==> config.mk <==
export PLATFORM = sky130hd
export DESIGN_NAME = priority_encoder
export DESIGN_NICKNAME = d
export VERILOG_FILES = /design/src/rtl/priority_encoder.sv
export SDC_FILE = /design/constraint.sdc
export NUM_CORES = 1
export LEC_CHECK = 0
export ABC_AREA = 1
export BUFFER_PORTS_ARGS = -buffer_cell sky130_fd_sc_hd__buf_2
export CAP_MARGIN = 0
export CORE_AREA = 10 10 47 49
export CTS_BUF_LIST = sky130_fd_sc_hd__clkbuf_8 sky130_fd_sc_hd__clkbuf_16
export DETAILED_ROUTE_END_ITERATION = 10
export DIE_AREA = 0 0 57 59
export HOLD_SLACK_MARGIN = 0.15
export PLACE_DENSITY = 0.5
export RECOVER_POWER = 25
export SLEW_MARGIN = 20
export SYNTH_ARGS = -nofsm -noshare
export SYNTH_HDL_FRONTEND = slang
export SYNTH_SLANG_ARGS = --single-unit
export TNS_END_PERCENT = 10
==> constraint.sdc <==
create_clock -name clk -period 0.8 [get_ports clk]
set_clock_uncertainty 0.05 [all_clocks]
set_input_delay 0.08 -clock clk [delete_from_list [all_inputs] [get_ports clk]]
set_output_delay 0.08 -clock clk [all_outputs]
set_load 0.02 [all_outputs]
==> src/rtl/priority_encoder.sv <==
// Registered N-to-log2(N) priority encoder with enable and valid flag.
// Optional one-hot grant output is built when PRIENC_ONEHOT_EN is defined.
module priority_encoder #(
   parameter int WIDTH    = 8,
   parameter bit MSB_PRIO = 1'b1
) (
   input  logic                     clk,
   input  logic                     rst_n,
   input  logic                     en,
   input  logic [WIDTH-1:0]         i,
`ifdef PRIENC_ONEHOT_EN
   output logic [WIDTH-1:0]         grant,
`endif
   output logic [$clog2(WIDTH)-1:0] y,
   output logic                     valid
);

   localparam int YW = $clog2(WIDTH);
   localparam logic [WIDTH-1:0] ONE = WIDTH'(1);

   logic [YW-1:0] y_nxt;
   logic          valid_nxt;

   // Walk bits from lowest to highest priority so the last hit is the winner.
   always_comb begin
      y_nxt     = '0;
      valid_nxt = 1'b0;
      if (en) begin
         for (int k = 0; k < WIDTH; k++) begin
            if (MSB_PRIO) begin
               if (i[k]) begin
                  y_nxt     = YW'(k);
                  valid_nxt = 1'b1;
               end
            end else begin
               if (i[WIDTH-1-k]) begin
                  y_nxt     = YW'(WIDTH-1-k);
                  valid_nxt = 1'b1;
               end
            end
         end
      end
   end

   always_ff @(posedge clk or negedge rst_n) begin
      if (!rst_n) begin
         y     <= '0;
         valid <= 1'b0;
      end else begin
         y     <= y_nxt;
         valid <= valid_nxt;
      end
   end

`ifdef PRIENC_ONEHOT_EN
   logic [WIDTH-1:0] grant_nxt;

   always_comb begin
      grant_nxt = '0;
      if (valid_nxt) grant_nxt = ONE << y_nxt;
   end

   always_ff @(posedge clk or negedge rst_n) begin
      if (!rst_n) grant <= '0;
      else        grant <= grant_nxt;
   end
`endif

endmodule

==> run summary, run 1 <==
CTS tree: built
CP max-delay cell: dfrtp_1
overflow left after global routing: 0
Port Buffer Count: 14
CTS buffer count: 3
ANT cells: 0
CP max stage delay: 0.36 ns
Root Buffer: clkbuf_8
commonest non-fill, non-tap cells in the layout: buf_2 (9), inv_1 (7), nand2_1 (5)
IO Pins: 15
power per cell area: 2080 mW/mm²
htree depth: 1
Routed WL: 567 µm
ANT nets after route: 0
met3 GRT Util: 3.43%
met1 GRT Util: 1.80%
crit path max fanout: 1
die area: 0.00336 mm²
# rows: 14
Initial DRC Count: 0
Setup Viol. Count Final: 4
Cell Chain, Critical Path: buf_6
Arrival @ worst endpoint: 0.70 ns
Max Cap Viol: 0
antenna violations before repair: 0
clk buf depth: 2
Tmin final: 0.833 ns
post-synth cell types: 10
Post-Synthesis Cells: 24
DP Cell Count: 54
CP Launch Type: flip-flop
number of clock sinks: 4
area of the multi-input gates: 66.3 µm²
layout net count: 55
fin crit share: 104%
number of global-route vias before repair: 227
register area share after synthesis: 51.9%
total power: 0.746 mW
GRT Max-Usage Layer: met4
largest net degree at the start of global routing: 5
setup tns final: -0.126 ns
Chip Width: 57 µm
first drt pass iteration count: 1
share of cells above drive strength 1: 42.9%
Vias/cell: 3.76
Synth Net Count: 35
first-pass GRT wire length: 828 µm
WL/cell: 9.78 µm
FMAX: 1.20 GHz
DP HPWL: 492 µm
Die H: 59 µm
most common cell after layout, fill and taps aside: buf_2
Core Util, Final: 25.5%
Final Max Slew Viols: 0
critical path type: flip-flop to primary output
violated checks: setup timing
worst slew pin tran: 0.221 ns
post-synthesis register bit count: 4
clock transition at the registers of the reported paths: 0.03 ns
Slew Limit Headroom: 85.2%
Tot GR Track Use: 3.60%
# DRC: 0
Peak supply drop: 0.000499 V
setup ws final: -0.0331 ns
Reg area: 100 µm²
core area: 0.00140 mm²
Hold Crit Class: input pin to flip-flop
FILL cells: 162
Vias: 218
Synth warnings: 0
status: complete, but fails checks
Pleak: 0.197 nW
Mapped Area: 193 µm²
Area Growth Syn to Fin: 85.7%
critical path's top delay family: flip-flops
final hold violations: 0
WP data required: 0.67 ns
syn_area_per_cell: 8.03 µm²
crit end category: primary output
CTS Hold Bufs: 1
GR met2 Demand/Resource: 5.27%
Non-Filler Instances: 58
Routability Congestion: 0.728
CP bufs+invs: 1
RSZ-0062 raised after global routing: true
initial core utilization: 13.8%
==> registers in the layout, indices dropped and copies added (netlist names) <==
| signal | count |
|---|---|
| valid | 1 |
| y | 3 |
==> timing repair <==
item	in CTS	in global routing
setup endpoints to repair	4	4
pin swaps	0	0
gates resized for setup	8	0
endpoints found under the hold margin	8	3
buffers inserted	0	0
==> power breakdown <==
| group | internal [mW] | switching [mW] |
|---|---|---|
| Sequential | 0.216 | 0.00539 |
| Clock | 0.319 | 0.0910 |
| Combinational | 0.0564 | 0.0572 |
| Total | 0.592 | 0.154 |
==> final cells by class <==
| type | instances | share of cell area (%) |
|---|---|---|
| Clock buffer | 3 | 11.5 |
| Inverter | 7 | 7.34 |
| Multi-Input combinational cell | 13 | 18.5 |
| Timing Repair Buffer | 15 | 29.0 |
| Tap cell | 16 | 5.59 |
| Sequential cell | 4 | 28.0 |
==> through the flow <==
stage / hold slack, ns / area (µm²) / setup slack, ns
5_1_grt: 0.0882 / 358 / -0.0650
3_3_place_gp: -0.163 / 283 / 0.0863
6_report: 0.0673 / 358 / -0.0331
4_1_cts: 0.0681 / 359 / -0.0402
2_1_floorplan: -0.266 / 193 / 0.254
3_5_place_dp: -0.165 / 283 / 0.0828
==> synth_stat cells, drive strengths merged <==
cell,number,area [µm²]
a21oi,3,18.8
nand2,5,18.8
inv,7,26.3
nor3,1,5.00
nor2,2,10.0
a41oi,1,8.76
o21ai,1,5.00
dfrtp,4,100
==> per-layer routing <==
layer,wire (µm),share of wire (%),up-vias
li1,-,-,109
met1,172,30,94
met2,279,49,11
met3,83,15,4
met4,32,5.6,0
met5,0,0,-
==> path summary, 6_finish.rpt <==
check                               start        endpoint  slack (ns)  cells past startpoint
worst max-delay path       y[0]$_DFF_PN0_            y[0]       -0.03                      1
worst min-delay path                 i[7]  y[0]$_DFF_PN0_        0.07                      3
max in group asynchronous           rst_n  y[1]$_DFF_PN0_        0.35                      2
min in group asynchronous           rst_n  y[2]$_DFF_PN0_        0.18                      2
==> logic make-up after synthesis <==
kind of cell | Yosys count | share of synthesized area [%]
buf+inv | 7 | 13.6
flops | 4 | 52.0
simple gates | 8 | 17.5
compound gates | 5 | 16.9
No activity file was read; power rests on OpenSTA's default activity.
==> run 2, diff against run 1 <==
--- a/config.mk
+++ b/config.mk
@@ -8,12 +8,14 @@
 export ABC_AREA = 1
 export BUFFER_PORTS_ARGS = -buffer_cell sky130_fd_sc_hd__buf_2
 export CAP_MARGIN = 0
-export CORE_AREA = 10 10 47 49
+export CELL_PAD_IN_SITES_DETAIL_PLACEMENT = 0
+export CELL_PAD_IN_SITES_GLOBAL_PLACEMENT = 2
+export CORE_MARGIN = 10
+export CORE_UTILIZATION = 14
 export CTS_BUF_LIST = sky130_fd_sc_hd__clkbuf_8 sky130_fd_sc_hd__clkbuf_16
 export DETAILED_ROUTE_END_ITERATION = 10
-export DIE_AREA = 0 0 57 59
 export HOLD_SLACK_MARGIN = 0.15
-export PLACE_DENSITY = 0.5
+export PLACE_DENSITY = 0.75
 export RECOVER_POWER = 25
 export SLEW_MARGIN = 20
 export SYNTH_ARGS = -nofsm -noshare
==> run summary, run 2 (synthesized netlist as in run 1, its figures left out) <==
CP max stage delay: 0.34 ns (was 0.36 ns)
htree depth: 1 (unchanged)
Arrival @ worst endpoint: 0.71 ns (was 0.70 ns)
RSZ-0062 raised after global routing: true (unchanged)
crit end category: primary output (unchanged)
Hold Crit Class: input pin to flip-flop (unchanged)
Reg area: 100 µm² (unchanged)
Vias: 199 (was 218)
status: complete, but fails checks (unchanged)
Critical Path Start: y[0]$_DFF_PN0_ (unchanged)
CP max-delay cell: dfrtp_1 (unchanged)
Final Max Slew Viols: 0 (unchanged)
FILL cells: 161 (was 162)
area of the multi-input gates: 66.3 µm² (unchanged)
max reg flops: 3 (unchanged)
CP bufs+invs: 1 (unchanged)
first drt pass iteration count: 2 (was 1)
met3 GRT Util: 3.10% (was 3.43%)
switching power total: 0.158 mW (was 0.154 mW)
Vias/cell: 3.49 (was 3.76)
layout net count: 55 (unchanged)
Tmin final: 0.839 ns (was 0.833 ns)
Switching Fraction: 21.2% (was 20.6%)
number of global-route vias before repair: 221 (was 227)
IO Pins: 15 (unchanged)
Tot GR Track Use: 3.79% (was 3.60%)
Hold Slack: 0.0797 ns (was 0.0673 ns)
Root Buffer: clkbuf_8 (unchanged)
register name with the most flops: y (unchanged)
WP data required: 0.67 ns (about the same)
setup tns final: -0.145 ns (was -0.126 ns)
commonest non-fill, non-tap cells in the layout: buf_2 (11), inv_1 (7), nand2_1 (5) (was buf_2 (9), inv_1 (7), nand2_1 (5))
antenna violations before repair: 0 (unchanged)
Setup WS pre-CTS: 0.0612 ns (was 0.0828 ns)
GR met2 Demand/Resource: 4.65% (was 5.27%)
violated checks: setup timing (unchanged)
# rows: 13 (was 14)
overflow left after global routing: 0 (unchanged)
most common cell after layout, fill and taps aside: buf_2 (unchanged)
initial core utilization: 14.8% (was 13.8%)
Max Cap Viol: 0 (unchanged)
Die H: 57.1 µm (was 59 µm)
largest registers: y: 3 flops, valid: 1 flops (unchanged)
CTS buffer count: 3 (unchanged)
FMAX: 1.19 GHz (was 1.20 GHz)
clock power share: 56.0% (was 55.0%)
Pleak: 0.194 nW (was 0.197 nW)
power share of the combinational group: 14.4% (was 15.2%)
core area: 0.00130 mm² (was 0.00140 mm²)
critical path type: flip-flop to primary output (unchanged)
crit path max fanout: 1 (unchanged)
share of cells above drive strength 1: 42.9% (unchanged)
critical path's top delay family: flip-flops (unchanged)
number of clock sinks: 4 (unchanged)
final hold violations: 0 (unchanged)
GRT Max-Usage Layer: met2 (was met4)
setup ws final: -0.0386 ns (was -0.0331 ns)
largest net degree at the start of global routing: 5 (unchanged)
CP Launch Type: flip-flop (unchanged)
CTS Hold Bufs: 1 (unchanged)
total power: 0.743 mW (was 0.746 mW)
hold wc startpoint: i[7] (unchanged)
power per cell area: 2160 mW/mm² (was 2080 mW/mm²)
first-pass GRT wire length: 897 µm (was 828 µm)
worst slew pin tran: 0.212 ns (was 0.221 ns)
Port Buffer Count: 14 (unchanged)
sequential share of power: 29.6% (was 29.7%)
Cell Chain, Critical Path: buf_2 (was buf_6)
Core Util, Final: 26.4% (was 25.5%)
die area: 0.00326 mm² (was 0.00336 mm²)
Slew Limit Headroom: 85.8% (was 85.2%)
Routability Congestion: 0.631 (was 0.728)
DP HPWL: 529 µm (was 492 µm)
Setup Viol. Count Final: 4 (unchanged)
met1 GRT Util: 4.06% (was 1.80%)
fin crit share: 105% (was 104%)
clock transition at the registers of the reported paths: 0.03 ns (about the same)
ANT cells: 0 (unchanged)
Peak supply drop: 0.000444 V (was 0.000499 V)
P_int: 0.585 mW (was 0.592 mW)
ANT nets after route: 0 (unchanged)
Initial DRC Count: 3 (was 0)
clk buf depth: 2 (unchanged)
CTS tree: built (unchanged)
Routed WL: 584 µm (was 567 µm)
Area Growth Syn to Fin: 78.6% (was 85.7%)
WL/cell: 10.2 µm (was 9.78 µm)
Chip Width: 57.1 µm (was 57 µm)
# DRC: 0 (unchanged)
## run 2: what timing repair did
item                                    in CTS  in global routing
endpoints found under the setup margin       4                  4
buffers inserted                             0                  0
resized for setup                            2                  2
hold endpoints to repair                     8                  1
## run 2: path summary, 6_finish.rpt
kind | end | slack [ns] | cells after the start
setup / recovery | y[0] | -0.04 | 1
max in group asynchronous | y[0]$_DFF_PN0_ | 0.35 | 2
hold / removal | y[0]$_DFF_PN0_ | 0.08 | 3
min in group asynchronous | valid$_DFF_PN0_ | 0.17 | 2
## run 2: final cells by class
| cell class | instances | share of cell area, % |
|---|---|---|
| tap | 15 | 5.45 |
| sequential | 4 | 29.1 |
| clock buffer | 3 | 12.0 |
| multi-input combinational | 13 | 19.3 |
| timing repair buffer | 15 | 26.5 |
| inverter | 7 | 7.64 |
## run 2: metal layers
metal / routed length, µm / vias up
met3: 67 / 0
li1: - / 110
met5: 0 / -
met1: 274 / 78
met4: 0 / 0
met2: 241 / 11
## run 2: tightest hold or removal path: stages
cell	delay (ns)
buf_2	0.11
inv_1	0.06
a21oi_2	0.05
## run 2: through the flow
stage / cells / cell area, µm²
floorplan: 24 / 193
global placement: 53 / 282
detailed placement: 53 / 282
CTS: 57 / 339
global route: 57 / 344
finish: 57 / 344
## run 2: power groups by stage
stage                     sequential [mW]  combinational [mW]  clock [mW]
final                               0.220               0.107       0.416
after global routing                0.222               0.119       0.444
after CTS                           0.220               0.107       0.430
after detailed placement            0.221              0.0987           0
after global placement              0.221              0.0978           0
after floorplan                     0.238              0.0297           0
